## src/rtl/alu_pkg.sv

```systemverilog
// Shared constants for the ALU issue/writeback stage.
//   DATA_W     datapath width (matches the ALU operand width)
//   NREGS      register count
//   REG_IDX_W  register index width
//   OP_W       opcode / ALU mode-select width
//   OP_*       opcode encodings; 100-110 are reserved and pass through to the ALU
//   state_t    sequencing FSM states
package alu_pkg;

  localparam int unsigned DATA_W    = 16;
  localparam int unsigned NREGS     = 8;
  localparam int unsigned REG_IDX_W = 3;
  localparam int unsigned OP_W      = 3;

  localparam logic [OP_W-1:0] OP_ADD = 3'b000;
  localparam logic [OP_W-1:0] OP_SUB = 3'b001;
  localparam logic [OP_W-1:0] OP_MUL = 3'b010;
  localparam logic [OP_W-1:0] OP_XOR = 3'b011;
  localparam logic [OP_W-1:0] OP_LDI = 3'b111;

  typedef enum logic [1:0] {
    IDLE = 2'd0,
    EXEC = 2'd1,
    WB   = 2'd2
  } state_t;

endpackage

```

## src/rtl/alu_regfile.sv

```systemverilog
// NREGS x DATA_W register file, r0 hard-wired to zero.
//   clk, rst_n         clock, asynchronous active-low clear of all registers
//   rs1_addr/rs1_data  combinational read port 1
//   rs2_addr/rs2_data  combinational read port 2
//   dbg_addr/dbg_data  combinational debug read port
//   we, wa, wd         synchronous write port; writes to r0 are dropped
module alu_regfile #(
  parameter int unsigned DATA_W = alu_pkg::DATA_W,
  parameter int unsigned NREGS  = alu_pkg::NREGS,
  parameter int unsigned IDX_W  = alu_pkg::REG_IDX_W
) (
  input  logic              clk,
  input  logic              rst_n,
  input  logic [IDX_W-1:0]  rs1_addr,
  input  logic [IDX_W-1:0]  rs2_addr,
  input  logic [IDX_W-1:0]  dbg_addr,
  output logic [DATA_W-1:0] rs1_data,
  output logic [DATA_W-1:0] rs2_data,
  output logic [DATA_W-1:0] dbg_data,
  input  logic              we,
  input  logic [IDX_W-1:0]  wa,
  input  logic [DATA_W-1:0] wd
);

  logic [DATA_W-1:0] mem [NREGS];

  always_ff @(posedge clk or negedge rst_n) begin
    if (!rst_n) begin
      for (int unsigned i = 0; i < NREGS; i++) mem[i] <= '0;
    end else if (we && (wa != '0)) begin
      mem[wa] <= wd;
    end
  end

  always_comb begin
    rs1_data = (rs1_addr == '0) ? '0 : mem[rs1_addr];
    rs2_data = (rs2_addr == '0) ? '0 : mem[rs2_addr];
    dbg_data = (dbg_addr == '0) ? '0 : mem[dbg_addr];
  end

endmodule

```

## src/rtl/alu_issue_wb.sv

```systemverilog
// Issue/writeback sequencer around an external combinational ALU.
// One instruction at a time: IDLE -> EXEC -> WB for ALU ops, IDLE -> WB for LDI.
//   clk, rst_n                     clock, asynchronous active-low reset
//   instr_valid/instr_ready        instruction handshake (ready only in IDLE)
//   instr_op/rd/rs1/rs2/imm        instruction fields, sampled on the accept edge
//   D1, D2, MS                     registered ALU operands and mode select
//   ALU_out                        combinational ALU result, captured in EXEC
//   wb_valid/wb_rd/wb_data         one-cycle writeback strobe and payload
//   dbg_addr/dbg_data              combinational register file peek
module alu_issue_wb #(
  parameter int unsigned DATA_W = alu_pkg::DATA_W,
  parameter int unsigned NREGS  = alu_pkg::NREGS,
  parameter int unsigned OP_W   = alu_pkg::OP_W
) (
  input  logic                     clk,
  input  logic                     rst_n,
  input  logic                     instr_valid,
  output logic                     instr_ready,
  input  logic [OP_W-1:0]          instr_op,
  input  logic [$clog2(NREGS)-1:0] instr_rd,
  input  logic [$clog2(NREGS)-1:0] instr_rs1,
  input  logic [$clog2(NREGS)-1:0] instr_rs2,
  input  logic [DATA_W-1:0]        instr_imm,
  output logic [DATA_W-1:0]        D1,
  output logic [DATA_W-1:0]        D2,
  output logic [OP_W-1:0]          MS,
  input  logic [DATA_W-1:0]        ALU_out,
  output logic                     wb_valid,
  output logic [$clog2(NREGS)-1:0] wb_rd,
  output logic [DATA_W-1:0]        wb_data,
  input  logic [$clog2(NREGS)-1:0] dbg_addr,
  output logic [DATA_W-1:0]        dbg_data
);

  import alu_pkg::*;

  localparam int unsigned IDX_W = $clog2(NREGS);

  state_t            state, next_state;
  logic [IDX_W-1:0]  rd_q;
  logic [DATA_W-1:0] result_q;
  logic [DATA_W-1:0] rs1_data, rs2_data;
  logic              accept;
  logic              is_ldi;

  assign accept = instr_valid && instr_ready;
  assign is_ldi = (instr_op == OP_LDI);

  alu_regfile #(
    .DATA_W (DATA_W),
    .NREGS  (NREGS),
    .IDX_W  (IDX_W)
  ) u_regfile (
    .clk      (clk),
    .rst_n    (rst_n),
    .rs1_addr (instr_rs1),
    .rs2_addr (instr_rs2),
    .dbg_addr (dbg_addr),
    .rs1_data (rs1_data),
    .rs2_data (rs2_data),
    .dbg_data (dbg_data),
    .we       (state == WB),
    .wa       (rd_q),
    .wd       (result_q)
  );

  // State register
  always_ff @(posedge clk or negedge rst_n) begin
    if (!rst_n) state <= IDLE;
    else        state <= next_state;
  end

  // Next-state logic
  always_comb begin
    next_state = state;
    unique case (state)
      IDLE:    if (accept) next_state = is_ldi ? WB : EXEC;
      EXEC:    next_state = WB;
      WB:      next_state = IDLE;
      default: next_state = IDLE;
    endcase
  end

  // Outputs: writeback payload is presented straight from the holding registers
  always_comb begin
    instr_ready = (state == IDLE);
    wb_valid    = (state == WB);
    wb_rd       = rd_q;
    wb_data     = result_q;
  end

  // Operand/result registers; D1/D2/MS keep their last values outside EXEC
  always_ff @(posedge clk or negedge rst_n) begin
    if (!rst_n) begin
      D1       <= '0;
      D2       <= '0;
      MS       <= '0;
      rd_q     <= '0;
      result_q <= '0;
    end else begin
      if (accept) begin
        rd_q <= instr_rd;
        if (is_ldi) begin
          result_q <= instr_imm;
        end else begin
          D1 <= rs1_data;
          D2 <= rs2_data;
          MS <= instr_op;
        end
      end
      if (state == EXEC) result_q <= ALU_out;
    end
  end

endmodule
```

## config.mk

```make
export PLATFORM = sky130hd
export DESIGN_NAME = alu_issue_wb
export DESIGN_NICKNAME = d
export VERILOG_FILES = /design/src/rtl/alu_pkg.sv /design/src/rtl/alu_regfile.sv /design/src/rtl/alu_issue_wb.sv
export SDC_FILE = /design/constraint.sdc
export NUM_CORES = 1
export LEC_CHECK = 0
export ABC_CLOCK_PERIOD_IN_PS = 2180
export BUFFER_PORTS_ARGS = -buffer_cell sky130_fd_sc_hd__buf_2
export CAP_MARGIN = 40
export CORE_ASPECT_RATIO = 1.5
export CORE_MARGIN = 1.5
export CORE_UTILIZATION = 52
export DETAILED_ROUTE_END_ITERATION = 10
export GPL_ROUTABILITY_DRIVEN = 0
export HOLD_SLACK_MARGIN = 0.02
export PLACE_DENSITY = 0.73
export SYNTH_ARGS = -nofsm -noshare
export SYNTH_HDL_FRONTEND = slang
export SYNTH_SLANG_ARGS = --single-unit
```

## constraint.sdc

```tcl
create_clock -name clk -period 2.18 [get_ports clk]
set_clock_uncertainty 0.15 [all_clocks]
set_input_delay 0.436 -clock clk [delete_from_list [all_inputs] [get_ports clk]]
set_output_delay 0.436 -clock clk [all_outputs]
set_load 0.05 [all_outputs]
```

==> flow_metrics.env <==
export IMPL_fin_crit_sh_pct=102
export IMPL_p_leak_nw=5.47
export IMPL_synth_edf_count=0
export IMPL_setup_ws_ns=-0.0533
export IMPL_vias=7457
export IMPL_synth_cell_types=39
export IMPL_post_route_util_pct=68.6
export IMPL_reg2reg_depth=5
export IMPL_max_stage_delay_ns=0.43
export IMPL_combPwrFrac_pct=45.9
export IMPL_cts_buffer_depth=2
export IMPL_ys_ff_latch=168
export IMPL_arrival_ns=1.65
export IMPL_seq_area_um2=4200
export IMPL_path_delay_family="flip-flops"
export IMPL_synthFlopType="dfrtp_1"
export IMPL_ys_top_cells_by_area="dfrtp_1, mux2_2, mux2i_1"
export IMPL_synthTopCellsByCount="dfrtp_1, mux2_2, mux2i_1"
export IMPL_worstMarginPinSlew_ns=0.743
export IMPL_r2r_end="D2[1]$_DFFE_PN0P_"
export IMPL_p_clk_share_pct=18.5
export IMPL_antenna_found_initial=0
export IMPL_cp_cell_sequence="mux2_2 -> a22oi_1 -> o21ai_4 -> buf_6"
export IMPL_p_int_mw=9.34
export IMPL_htree_levels=4
export IMPL_p_seq_share_pct=35.6
export IMPL_grt_max_degree=49
export IMPL_synth_area_per_cell_um2=12.5
export IMPL_p_sw_share_pct=41.8
export IMPL_cts_root_buffer="clkbuf_16"
export IMPL_fin_crit_ns=2.23
export IMPL_portBuffers=121
export IMPL_timing_rr_start="state[1]$_DFFE_PN0P_"
export IMPL_multi_input_comb_area_um2=4780
export IMPL_drtIter0Drc=639
export IMPL_track_usage_pct=30.7
export IMPL_max_freq_ghz=0.448
export IMPL_status="complete, but fails checks"
export IMPL_cts_buffers_inserted=17
export IMPL_area_growth_pct=30.1
export IMPL_synth_top_area_share_pct=46.3
export IMPL_synth_warnings=0
export IMPL_min_path_type="in -> reg"
export IMPL_power_density_nw_per_um2=1360
export IMPL_critPathCaptureType="output pin"
export IMPL_grt_pass1_wl_um=43100
export IMPL_synth_top_cell_by_area="dfrtp_1"
export IMPL_failed_checks="negative setup slack"
export IMPL_worstPathRequired_ns=1.59
export IMPL_drc=0
export IMPL_setup_viol=16
export IMPL_cp_depth=4
export IMPL_ir_drop_v=0.000721
export IMPL_yosysMostFrequentCell="dfrtp_1"
export IMPL_drive_above_1_share_pct=53.7
export IMPL_cpMaxStageDelayCell="dfrtp_1"
export IMPL_dp_cells=1058
export IMPL_ios=122
export IMPL_start_util_pct=52.8
export IMPL_synth_area_um2=9080
export IMPL_synthCells=729
export IMPL_fin_worst_hold_slack_ns=0.0928
export IMPL_clock_sinks=168
export IMPL_ant_nets=0
export IMPL_crit_buf_inv=1
export IMPL_first_pass_iters=8
export IMPL_crit_end="dbg_data[0]"
export IMPL_cp_max_fo=4
export IMPL_wl_um=27800
export IMPL_fp_row_count=59
export IMPL_slew_headroom_pct=50.4
export IMPL_rsz0062_at_grt="yes"
export IMPL_clk_pin_slew_ns=0.07
export IMPL_fin_tns_setup_ns=-0.360
export IMPL_nets=980
export IMPL_avgViaCountPerCell=6.45
export IMPL_die_x_um=111
export IMPL_maxSlewViolCount=0
export IMPL_wire_per_inst_um=24.1
export IMPL_die_area_um2=18300
export IMPL_grt_overflow=0
export IMPL_antenna_cells=0
export IMPL_start_kind="flop"
export IMPL_r2r_slack_ns=0.11
export IMPL_max_cap_violations=0
export IMPL_core_um2=17200
export IMPL_clock_latency_ns=0.43
export IMPL_cts_tree="yes"
export IMPL_power_mw=16.0
export IMPL_power_switching_mw=6.70
export IMPL_finalHoldViolCount=0
export IMPL_critPathLaunch="u_regfile.mem[96]$_DFFE_PN0P_"
export IMPL_synth_fp_nets=779
export IMPL_grt_pass1_vias=7675
export IMPL_async_reset_ff_share_pct=100
export IMPL_crit_type="reg -> out"
export IMPL_finalNonFillerCells=1156
export IMPL_post_dp_hpwl_um=17700
export IMPL_seq_area_frac_synth_pct=46.3
export IMPL_nFillCells=1221
export IMPL_die_h_um=165
## routing by layer
metal	global-route usage, %	vias up	wire (um)
li1	-	3184	-
met1	38.1	3735	10500
met2	51.6	427	13800
met3	5.17	111	2170
met4	16.6	0	1280
met5	0	-	0
## layout make-up
| type | count | area share (%) |
|---|---|---|
| flip-flops and latches | 168 | 35.6 |
| clock inverters | 14 | 1.16 |
| repair buffers | 243 | 16.6 |
| well taps | 213 | 2.26 |
| clock buffers | 18 | 3.72 |
| multi-input cells | 497 | 40.5 |
| inverters | 3 | 0.138 |
## worst reg2reg max path, cell delays in order (launching register included)
cell,delay [ns]
dfrtp_1,0.43
or3b_1,0.43
a31o_1,0.26
clkinv_4,0.27
o221ai_1,0.21
o22a_1,0.20
## registers in the layout (all words and copies together), names as in the netlist
| name | flops |
|---|---|
| u_regfile.mem | 112 |
| D1 | 16 |
| D2 | 16 |
| wb_data | 16 |
| MS | 3 |
| wb_rd | 3 |
| state | 2 |
## power groups by stage
| stage | Combinational (mW) | Sequential, mW | Clock [mW] |
|---|---|---|---|
| after CTS | 7.04 | 5.61 | 2.98 |
| after detailed placement | 5.96 | 5.85 | 0 |
| after global placement | 5.78 | 5.72 | 0 |
| after global routing | 7.76 | 5.82 | 3.13 |
| after floorplan | 3.33 | 6.70 | 0 |
| final | 7.37 | 5.70 | 2.97 |
## kinds of logic after synthesis
logic type | after synthesis | share of synthesized area (%)
AO/OA/AOI/OAI | 152 | 12.4
buffers and inverters | 64 | 3.52
multiplexers | 261 | 33.5
flip-flops | 168 | 46.3
AND/OR/NAND/NOR | 84 | 4.20
## placed cells by master (no fill, tap or decap), types with 2 or more instances in the layout
| master | count |
|---|---|
| dfrtp_1 | 168 |
| mux2_2 | 163 |
| buf_2 | 102 |
| buf_4 | 98 |
| mux2i_1 | 78 |
| nand2_1 | 36 |
| o21ai_0 | 23 |
| buf_12 | 22 |
| o22a_1 | 20 |
| mux4_2 | 18 |
| a22oi_1 | 18 |
| clkbuf_16 | 17 |
| buf_6 | 17 |
| nand2_2 | 16 |
| nor2_1 | 15 |
| a221oi_1 | 12 |
| o221ai_1 | 12 |
| o21ai_4 | 11 |
| a21oi_1 | 9 |
| a22oi_2 | 8 |
| a211oi_1 | 7 |
| a221o_1 | 7 |
| o22ai_1 | 6 |
| o31ai_1 | 6 |
| inv_6 | 6 |
| o21ai_2 | 5 |
| o221ai_2 | 5 |
| nor2b_1 | 4 |
| clkinv_4 | 4 |
| clkinvlp_4 | 3 |
| nor2b_2 | 2 |
| nor3b_2 | 2 |
| mux2_1 | 2 |
| nand3b_1 | 2 |
| inv_1 | 2 |
| buf_16 | 2 |
## per-stage QoR
stage / cell area, um^2 / setup WS (ns)
global placement: 10500 / -0.169
detailed placement: 10500 / -0.146
floorplan: 9240 / 0.00141
finish: 11800 / -0.0533
global route: 11800 / -0.0874
CTS: 11700 / -0.0514
## how the worst min path moves through the flow
stage	start	end	slack, ns	cells past startpoint
after global routing	instr_rd[2]	wb_rd[2]$_DFFE_PN0P_	0.09	2
final	instr_rd[1]	wb_rd[1]$_DFFE_PN0P_	0.09	2
after global placement	rst_n	u_regfile.mem[35]$_DFFE_PN0P_	0.17	1
after CTS	instr_rd[2]	wb_rd[2]$_DFFE_PN0P_	0.09	2
after detailed placement	rst_n	u_regfile.mem[35]$_DFFE_PN0P_	0.17	1
after floorplan	rst_n	D1[0]$_DFFE_PN0P_	-0.01	0
## timing repair
item | 4_1_cts | 5_1_grt
endpoints found under the hold margin | 35 | 0
cloned | 2 | 0
gates resized for setup | 55 | 7
hold buffers | 1 | 0
pin swaps | 13 | 2
buffers inserted | 47 | 16
endpoints found under the setup margin | 16 | 16
No activity file was read; power rests on OpenSTA's default activity.
